### src/rtl/mem_arbiter.sv
// mem_arbiter: shares one fixed-latency single-ported memory between the
// fetch (I) and memory (D) pipeline stages using req/done handshakes.
// Optional build macro ARB_RR_EN: ties alternate between the two sides
// instead of always favouring D.
module mem_arbiter #(
   parameter int unsigned ADDR_W  = 16,
   parameter int unsigned DATA_W  = 16,
   parameter int unsigned MEM_LAT = 4
) (
   input  logic              clk,
   input  logic              rst,
   input  logic              i_req,
   input  logic [ADDR_W-1:0] i_addr,
   input  logic              i_flush,
   output logic [DATA_W-1:0] i_rdata,
   output logic              i_done,
   output logic              i_stall,
   input  logic              d_req,
   input  logic              d_wr,
   input  logic [ADDR_W-1:0] d_addr,
   input  logic [DATA_W-1:0] d_wdata,
   output logic [DATA_W-1:0] d_rdata,
   output logic              d_done,
   output logic              d_stall,
   output logic              mem_en,
   output logic              mem_wr,
   output logic [ADDR_W-1:0] mem_addr,
   output logic [DATA_W-1:0] mem_wdata,
   input  logic [DATA_W-1:0] mem_rdata
);

   localparam int unsigned CNT_W = 4;

   typedef enum logic [1:0] {IDLE, BUSY_I, BUSY_D} state_t;

   state_t             state_q, state_d;
   logic [CNT_W-1:0]   cnt_q, cnt_d;
   logic [ADDR_W-1:0]  addr_q;
   logic               wr_q;
   logic [DATA_W-1:0]  wdata_q;
   logic               cancel_q, cancel_d;
   logic               i_elig, d_elig, d_wins_tie;
   logic               grant_i, grant_d, fin_i, fin_d;

   // A side is eligible only while requesting and not in its own done cycle
   assign i_elig = i_req & ~i_done & ~i_flush;
   assign d_elig = d_req & ~d_done;

`ifdef ARB_RR_EN
   logic last_grant_q;  // 0 = I granted last, 1 = D granted last

   // Remember the most recent winner so ties alternate
   always_ff @(posedge clk or posedge rst) begin
      if (rst)          last_grant_q <= 1'b0;
      else if (grant_d) last_grant_q <= 1'b1;
      else if (grant_i) last_grant_q <= 1'b0;
   end

   assign d_wins_tie = ~last_grant_q;
`else
   assign d_wins_tie = 1'b1;
`endif

   // Next-state, grant and completion decode
   always_comb begin
      state_d  = state_q;
      cnt_d    = cnt_q;
      cancel_d = cancel_q;
      grant_i  = 1'b0;
      grant_d  = 1'b0;
      fin_i    = 1'b0;
      fin_d    = 1'b0;
      case (state_q)
         IDLE: begin
            cancel_d = 1'b0;
            if (d_elig && (!i_elig || d_wins_tie)) begin
               grant_d = 1'b1;
               state_d = BUSY_D;
               cnt_d   = CNT_W'(MEM_LAT - 1);
            end else if (i_elig) begin
               grant_i = 1'b1;
               state_d = BUSY_I;
               cnt_d   = CNT_W'(MEM_LAT - 1);
            end
         end
         BUSY_I: begin
            if (i_flush) cancel_d = 1'b1;
            if (cnt_q == '0) begin
               fin_i    = ~(cancel_q | i_flush);
               cancel_d = 1'b0;
               state_d  = IDLE;
            end else begin
               cnt_d = cnt_q - CNT_W'(1);
            end
         end
         BUSY_D: begin
            if (cnt_q == '0) begin
               fin_d   = 1'b1;
               state_d = IDLE;
            end else begin
               cnt_d = cnt_q - CNT_W'(1);
            end
         end
         default: state_d = IDLE;
      endcase
   end

   // State, counter and cancel flag registers
   always_ff @(posedge clk or posedge rst) begin
      if (rst) begin
         state_q  <= IDLE;
         cnt_q    <= '0;
         cancel_q <= 1'b0;
      end else begin
         state_q  <= state_d;
         cnt_q    <= cnt_d;
         cancel_q <= cancel_d;
      end
   end

   // Latch the winner's request so the memory sees stable inputs
   always_ff @(posedge clk or posedge rst) begin
      if (rst) begin
         addr_q  <= '0;
         wr_q    <= 1'b0;
         wdata_q <= '0;
      end else if (grant_d) begin
         addr_q  <= d_addr;
         wr_q    <= d_wr;
         wdata_q <= d_wdata;
      end else if (grant_i) begin
         addr_q  <= i_addr;
         wr_q    <= 1'b0;
      end
   end

   // Completion pulses and read-data capture; stores leave d_rdata alone
   always_ff @(posedge clk or posedge rst) begin
      if (rst) begin
         i_done  <= 1'b0;
         d_done  <= 1'b0;
         i_rdata <= '0;
         d_rdata <= '0;
      end else begin
         i_done <= fin_i;
         d_done <= fin_d;
         if (fin_i)         i_rdata <= mem_rdata;
         if (fin_d && !wr_q) d_rdata <= mem_rdata;
      end
   end

   assign mem_en    = (state_q != IDLE);
   assign mem_wr    = (state_q == BUSY_D) & wr_q;
   assign mem_addr  = addr_q;
   assign mem_wdata = wdata_q;

   // Stalls follow the live handshake; forced low while reset is held
   assign i_stall = ~rst & i_req & ~i_done & ~i_flush;
   assign d_stall = ~rst & d_req & ~d_done;

endmodule

### config.mk
export PLATFORM = sky130hd
export DESIGN_NAME = mem_arbiter
export DESIGN_NICKNAME = d
export VERILOG_FILES = /design/src/rtl/mem_arbiter.sv
export SDC_FILE = /design/constraint.sdc
export NUM_CORES = 1
export LEC_CHECK = 0
export BUFFER_PORTS_ARGS = -buffer_cell sky130_fd_sc_hd__buf_2
export CORE_ASPECT_RATIO = 0.9
export CORE_MARGIN = 2
export CORE_UTILIZATION = 35
export DETAILED_ROUTE_END_ITERATION = 12
export GPL_ROUTABILITY_DRIVEN = 0
export MAX_ROUTING_LAYER = met4
export PLACE_DENSITY = 0.65
export RECOVER_POWER = 100
export SLEW_MARGIN = 5
export SYNTH_ARGS = -nofsm -noshare
export SYNTH_HDL_FRONTEND = slang
export SYNTH_SLANG_ARGS = --single-unit
### constraint.sdc
create_clock -name clk -period 2.1 [get_ports clk]
set_clock_uncertainty 0.2 [all_clocks]
set_input_delay 0.105 -clock clk [delete_from_list [all_inputs] [get_ports clk]]
set_output_delay 0.105 -clock clk [all_outputs]
set_load 0.02 [all_outputs]
Yosys cells after proc, flatten, opt, wreduce, memory -nomap -nowiden

Index checks and enable logic that the tools add are counted.

Flip-flop bits (word level): 74
Input bits: 70
Logic and storage cells: 68

Add/sub/neg operators: 1
Eq/ne operators: 6
Mux-type cells: 24
Bitwise gates (word level): 15
Reductions and logical operators: 12

Operators by type and width:

| operator            | count |
|---|---|
| $mux 16             | 2 |
| $mux 1              | 13 |
| $mux 4              | 3 |
| $and 1x1->1         | 9 |
| $pmux 4 s2          | 1 |
| $reduce_bool 2->1   | 4 |
| $mux 2              | 3 |
| $ne 3x3->1 const B  | 2 |
| $not 1->1           | 5 |
| $logic_not 4->1     | 1 |
| $pmux 2 s2          | 1 |
| $reduce_and 2->1    | 2 |
| $sub 4x1->4 const B | 1 |
| $reduce_and 3->1    | 1 |
| $eq 2x1->1 const B  | 1 |
| $eq 2x2->1 const B  | 1 |
| $logic_not 2->1     | 1 |
| $ne 2x1->1 const B  | 1 |
| $ne 2x2->1 const B  | 1 |
| $pmux 1 s2          | 1 |
| $reduce_or 2->1     | 1 |
| $logic_and 1x1->1   | 1 |
| $logic_not 1->1     | 1 |
| $or 1x1->1          | 1 |

Longest topological paths before layout

Word-level depth: 8
Gate-level depth with buffers: 8
Depth with buffers taken out: 6

Worst setup path after synthesis

Ideal clock, no wire load.

Path type: register to register
Start: register cnt_q[0]
End: register i_rdata[0]
Setup time: 0.125 ns
Arrival time: 1.541 ns
Data required time: 1.775 ns
Setup slack: 0.234 ns
Stages on the path, launching flop included: 8
Clock period less this slack: 1.866 ns
Path through: dfrtp_1 inv_1 ha_1 nor2b_2 and2b_4 nand3_4 buf_6 mux2_4

Word-level cells in the longest chain between the ends: 3

Ends and longest elaborated chain:

| what                     | RTL line | source |
|---|---|---|
| start: declaration       | 37       | `logic [CNT_W-1:0] cnt_q, cnt_d;` |
| start signal: assignment | 116      | `cnt_q <= cnt_d;` |
| $logic_not 4->1          | 88       | `if (cnt_q == '0) begin` |
| $mux 1                   | 88       |  |
| $mux 1                   | 73       | `case (state_q)` |
| end signal: assignment   | 147      | `if (fin_i) i_rdata <= mem_rdata;` |
| end: declaration         | 15       | `output logic [DATA_W-1:0] i_rdata,` |

No other way between the ends.
A chain may end at the register's enable or synchronous reset.

Worst setup path in the final report

Start: register cnt_q[0]
End: register d_rdata[3]

Word-level cells in the longest chain between the ends: 4

Ends and longest elaborated chain:

| what                   | RTL line | source |
|---|---|---|
| $logic_not 4->1        | 97       | `if (cnt_q == '0) begin` |
| $mux 1                 | 97       |  |
| $mux 1                 | 73       |  |
| $logic_and 1x1->1      | 148      | `if (fin_d && !wr_q) d_rdata <= mem_rdata;` |
| end signal: assignment | 148      |  |
| end: declaration       | 22       | `output logic [DATA_W-1:0] d_rdata,` |

No other way between the ends.

==> impl_metrics.prom <==
# TYPE chip_impl_metric gauge
chip_impl_metric{name="met1Wirelength",unit="mm"} 3.79
chip_impl_metric{name="ant_nets",unit=""} 0
chip_impl_metric{name="globalRoute.totalOverflow",unit=""} 0
chip_impl_metric{name="worstPathRequired",unit="ps"} 2120
chip_impl_metric{name="post_cts_resized",unit=""} 0
chip_impl_metric{name="data_arrival_time_of_the_critical_path",unit="ps"} 1990
chip_impl_metric{name="antenna_found_initial",unit=""} 0
chip_impl_metric{name="met2_length",unit="mm"} 3.85
chip_impl_metric{name="port_buffers",unit=""} 139
chip_impl_metric{name="worst_skew_pair.late_latency",unit="ps"} 330
chip_impl_metric{name="r2r_cells",unit=""} 7
chip_impl_metric{name="slew_viol_final",unit=""} 0
chip_impl_metric{name="dpl-instance-area",unit="um2"} 4120
chip_impl_metric{name="htree_levels",unit=""} 3
chip_impl_metric{name="metal3_wl",unit="um"} 725
chip_impl_metric{name="numClockSinks",unit=""} 74
chip_impl_metric{name="fp.dieW",unit="um"} 106
chip_impl_metric{name="synthCells",unit=""} 234
chip_impl_metric{name="synth_area",unit="um2"} 3290
chip_impl_metric{name="max_clock_freq",unit="MHz"} 508
chip_impl_info{name="tritoncts",value="yes"} 1
chip_impl_metric{name="synth_top_area_share",unit="%"} 56.3
chip_impl_metric{name="timing.final.crit_period",unit="ps"} 1970
chip_impl_info{name="postSynth.topFlopCell",value="sky130_fd_sc_hd__dfrtp_1"} 1
chip_impl_metric{name="grt_pass1_vias",unit=""} 2729
chip_impl_info{name="source_of_the_critical_timing_path",value="cnt_q[0]"} 1
chip_impl_metric{name="design.final.nets",unit=""} 523
chip_impl_metric{name="comb_power_share",unit="%"} 44.5
chip_impl_metric{name="switching_share",unit="%"} 41.3
chip_impl_metric{name="area_delta_synth_final",unit="%"} 47.7
chip_impl_metric{name="final-hold-violation-count",unit=""} 0
chip_impl_info{name="routed.top_layer",value="met4"} 1
chip_impl_metric{name="power.switching",unit="mW"} 2.73
chip_impl_metric{name="synth_enable_flop_cells",unit=""} 0
chip_impl_info{name="mostFrequentLayoutCells",value="sky130_fd_sc_hd__dfrtp_1, sky130_fd_sc_hd__clkbuf_1, sky130_fd_sc_hd__dlygate4sd3_1"} 1
chip_impl_metric{name="synth-async-reset-ratio",unit="%"} 100
chip_impl_info{name="status",value="finished clean"} 1
chip_impl_metric{name="sequential_element_share_of_the_synthesized_area",unit="%"} 56.3
chip_impl_info{name="worstHoldPathType",value="flop to flop"} 1
chip_impl_metric{name="via_per_inst",unit=""} 4.56
chip_impl_metric{name="power.share.clock",unit="%"} 18.1
chip_impl_metric{name="detailroute.via_count",unit=""} 2622
chip_impl_metric{name="grt_use_total",unit="%"} 17.9
chip_impl_info{name="post_synth_main_area_contributors",value="sky130_fd_sc_hd__dfrtp_1, sky130_fd_sc_hd__mux2_2, sky130_fd_sc_hd__mux2_4"} 1
chip_impl_metric{name="worst-path-max-fanout",unit=""} 15
chip_impl_metric{name="initial_core_util",unit="%"} 36.1
chip_impl_metric{name="maxSlewHeadroom",unit="%"} 33.0
chip_impl_metric{name="dr.pass1.iters",unit=""} 4
chip_impl_metric{name="synth_warn",unit=""} 0
chip_impl_info{name="cts-root-buf",value="sky130_fd_sc_hd__clkbuf_8"} 1
chip_impl_metric{name="mappedNetlistNets",unit=""} 309
chip_impl_metric{name="period_share",unit="%"} 93.7
chip_impl_metric{name="max_cap_viol_count",unit=""} 0
chip_impl_metric{name="n_antenna_cell",unit=""} 0
chip_impl_metric{name="reg2reg_setup_slack",unit="ps"} 130
chip_impl_info{name="worst_r2r_endpoint",value="d_rdata[3]"} 1
chip_impl_metric{name="cts_made_buffers",unit=""} 9
chip_impl_metric{name="routedWlPerCell",unit="um"} 14.7
chip_impl_info{name="worst_setup_ep_type",value="flop"} 1
chip_impl_metric{name="irDropWorstVdd",unit="V"} 0.000880
chip_impl_metric{name="setup_total_negative_slack",unit="ps"} 0
chip_impl_metric{name="fraction_of_final_layout_cells_sized_beyond_drive_strength_1",unit="%"} 28.9
chip_impl_metric{name="die_footprint",unit="um2"} 10200
chip_impl_metric{name="cellLeakagePower",unit="nW"} 2.33
chip_impl_metric{name="synthesis.area_per_instance",unit="um2"} 14.1
chip_impl_metric{name="grt_pass1_wl",unit="mm"} 13.7
chip_impl_info{name="worstSetupEndpoint",value="d_rdata[3]"} 1
chip_impl_metric{name="design.core.area",unit="um2"} 9130
chip_impl_info{name="crit-reg2reg-launch",value="cnt_q[0]"} 1
chip_impl_metric{name="cell_pwr_density",unit="nW/um2"} 1360
chip_impl_metric{name="number_of_flip_flops_and_latches_in_the_synthesized_netlist",unit=""} 74
chip_impl_metric{name="hpwl",unit="mm"} 5.51
chip_impl_info{name="yosys.area.top_type",value="sky130_fd_sc_hd__dfrtp_1"} 1
chip_impl_info{name="critical_path_class",value="flop to flop"} 1
chip_impl_metric{name="power.sequential.fraction",unit="%"} 37.3
chip_impl_metric{name="final_area",unit="um2"} 4860
chip_impl_metric{name="route.detailed.drc",unit=""} 0
chip_impl_info{name="crit_path_start_kind",value="flop"} 1
chip_impl_metric{name="die-height",unit="um"} 96.0
chip_impl_metric{name="cts.reportedPaths.clkPinSlew",unit="ps"} 80
chip_impl_metric{name="io-pin-count",unit=""} 140
chip_impl_metric{name="detail_route.iter0.violations",unit=""} 103
chip_impl_metric{name="num_rows",unit=""} 33
chip_impl_metric{name="setup_viol",unit=""} 0
chip_impl_metric{name="count_of_distinct_cell_types_in_the_synthesized_netlist",unit=""} 35
chip_impl_metric{name="cts-root-to-sink-buffers",unit=""} 2
chip_impl_metric{name="grt_max_degree",unit=""} 43
chip_impl_metric{name="drt_wl_total",unit="mm"} 8.46
chip_impl_metric{name="cell_int_power",unit="mW"} 3.89
chip_impl_info{name="setup_repair_after_global_routing_missed_its_margin",value="false"} 1
chip_impl_metric{name="tightestPinTransition",unit="ps"} 1000
state kept, by name (all words and copies together) (netlist names), 2 cells and up:
signal	cells
cnt_q	4
mem_wdata	16
mem_addr	16
state_q	2
i_rdata	16
d_rdata	16
per-stage QoR:
step	power, mW	cells	worst slack, ps	hold slack [ps]	util [%]
3_3_place_gp	5.59	489	131	-15.7	45.1
5_1_grt	7.07	575	36.0	305	53.3
6_report	6.62	575	132	287	53.3
4_1_cts	7.00	573	49.6	174	55.0
2_1_floorplan	4.67	234	234	53.5	-
3_5_place_dp	5.67	489	32.1	-17.7	45.1
worst min-delay path by stage:
stage	end	slack [ps]	cells past startpoint	startpoint
after floorplan	d_rdata[0]	50	1	mem_rdata[0]
after global placement	mem_addr[8]	-20	2	rst
after detailed placement	mem_addr[8]	-20	2	rst
after CTS	mem_addr[11]	170	3	rst
after global routing	mem_addr[12]	310	2	mem_addr[12]
final	mem_addr[12]	290	2	mem_addr[12]
power groups by stage:
stage | combinational, mW | sequential (mW) | clock (mW)
floorplan | 1.49 | 3.18 | 0
global placement | 3.14 | 2.44 | 0
detailed placement | 3.21 | 2.46 | 0
CTS | 3.31 | 2.44 | 1.25
global route | 3.21 | 2.55 | 1.32
finish | 2.95 | 2.47 | 1.20
area by class of cell:
type                    count  area [um2]
flip-flops and latches     74        1850
clock buffers              10         128
fillers                   803        4260
multi-input cells         142        1240
clock inverters             6        90.1
well taps                 122         153
repair buffers            213        1370
inverters                   8        31.3
metal layers:
metal | vias up | track usage, %
met5 | - | -
met1 | 1239 | 22.8
met3 | 11 | 5.55
met4 | 0 | 5.59
met2 | 119 | 27.5
li1 | 1253 | -
cell families after synthesis:
family / count (synthesis) / share of synthesized area [%]
multiplexers: 64 / 23.5
AO/OA/AOI/OAI: 31 / 7.60
buffers and inverters: 18 / 3.38
AND/OR/NAND/NOR: 42 / 7.41
adder cells (fa/ha/maj): 5 / 1.90
flip-flops: 74 / 56.3
critical path: stages (launching register included):
cell	delay, ps
sky130_fd_sc_hd__dfrtp_1	390
sky130_fd_sc_hd__inv_1	100
sky130_fd_sc_hd__ha_1	170
sky130_fd_sc_hd__nor2b_2	190
sky130_fd_sc_hd__and2b_4	220
sky130_fd_sc_hd__nand3b_4	90
sky130_fd_sc_hd__buf_6	170
sky130_fd_sc_hd__mux2_1	320
synth_stat cells (2+ instances only):
library cell / n
sky130_fd_sc_hd__o21ai_1: 6
sky130_fd_sc_hd__buf_6: 5
sky130_fd_sc_hd__buf_2: 5
sky130_fd_sc_hd__dfrtp_1: 74
sky130_fd_sc_hd__o21ai_0: 2
sky130_fd_sc_hd__a31oi_1: 2
sky130_fd_sc_hd__mux2i_1: 16
sky130_fd_sc_hd__a22oi_1: 2
sky130_fd_sc_hd__and3_1: 2
sky130_fd_sc_hd__mux2_2: 29
sky130_fd_sc_hd__a32o_1: 3
sky130_fd_sc_hd__o2bb2ai_1: 2
sky130_fd_sc_hd__inv_1: 8
sky130_fd_sc_hd__mux2_4: 19
sky130_fd_sc_hd__ha_1: 5
sky130_fd_sc_hd__and2_1: 2
sky130_fd_sc_hd__nor2_1: 4
sky130_fd_sc_hd__o21ai_2: 11
sky130_fd_sc_hd__nand2_1: 21
repair_timing:
| action | in CTS | in global routing |
|---|---|---|
| endpoints found under the setup margin | 0 | 32 |
| hold buffers | 68 | 0 |
| hold endpoints to repair | 124 | 0 |
| buffers inserted | 0 | 2 |
(Power assumes the default switching activity.)
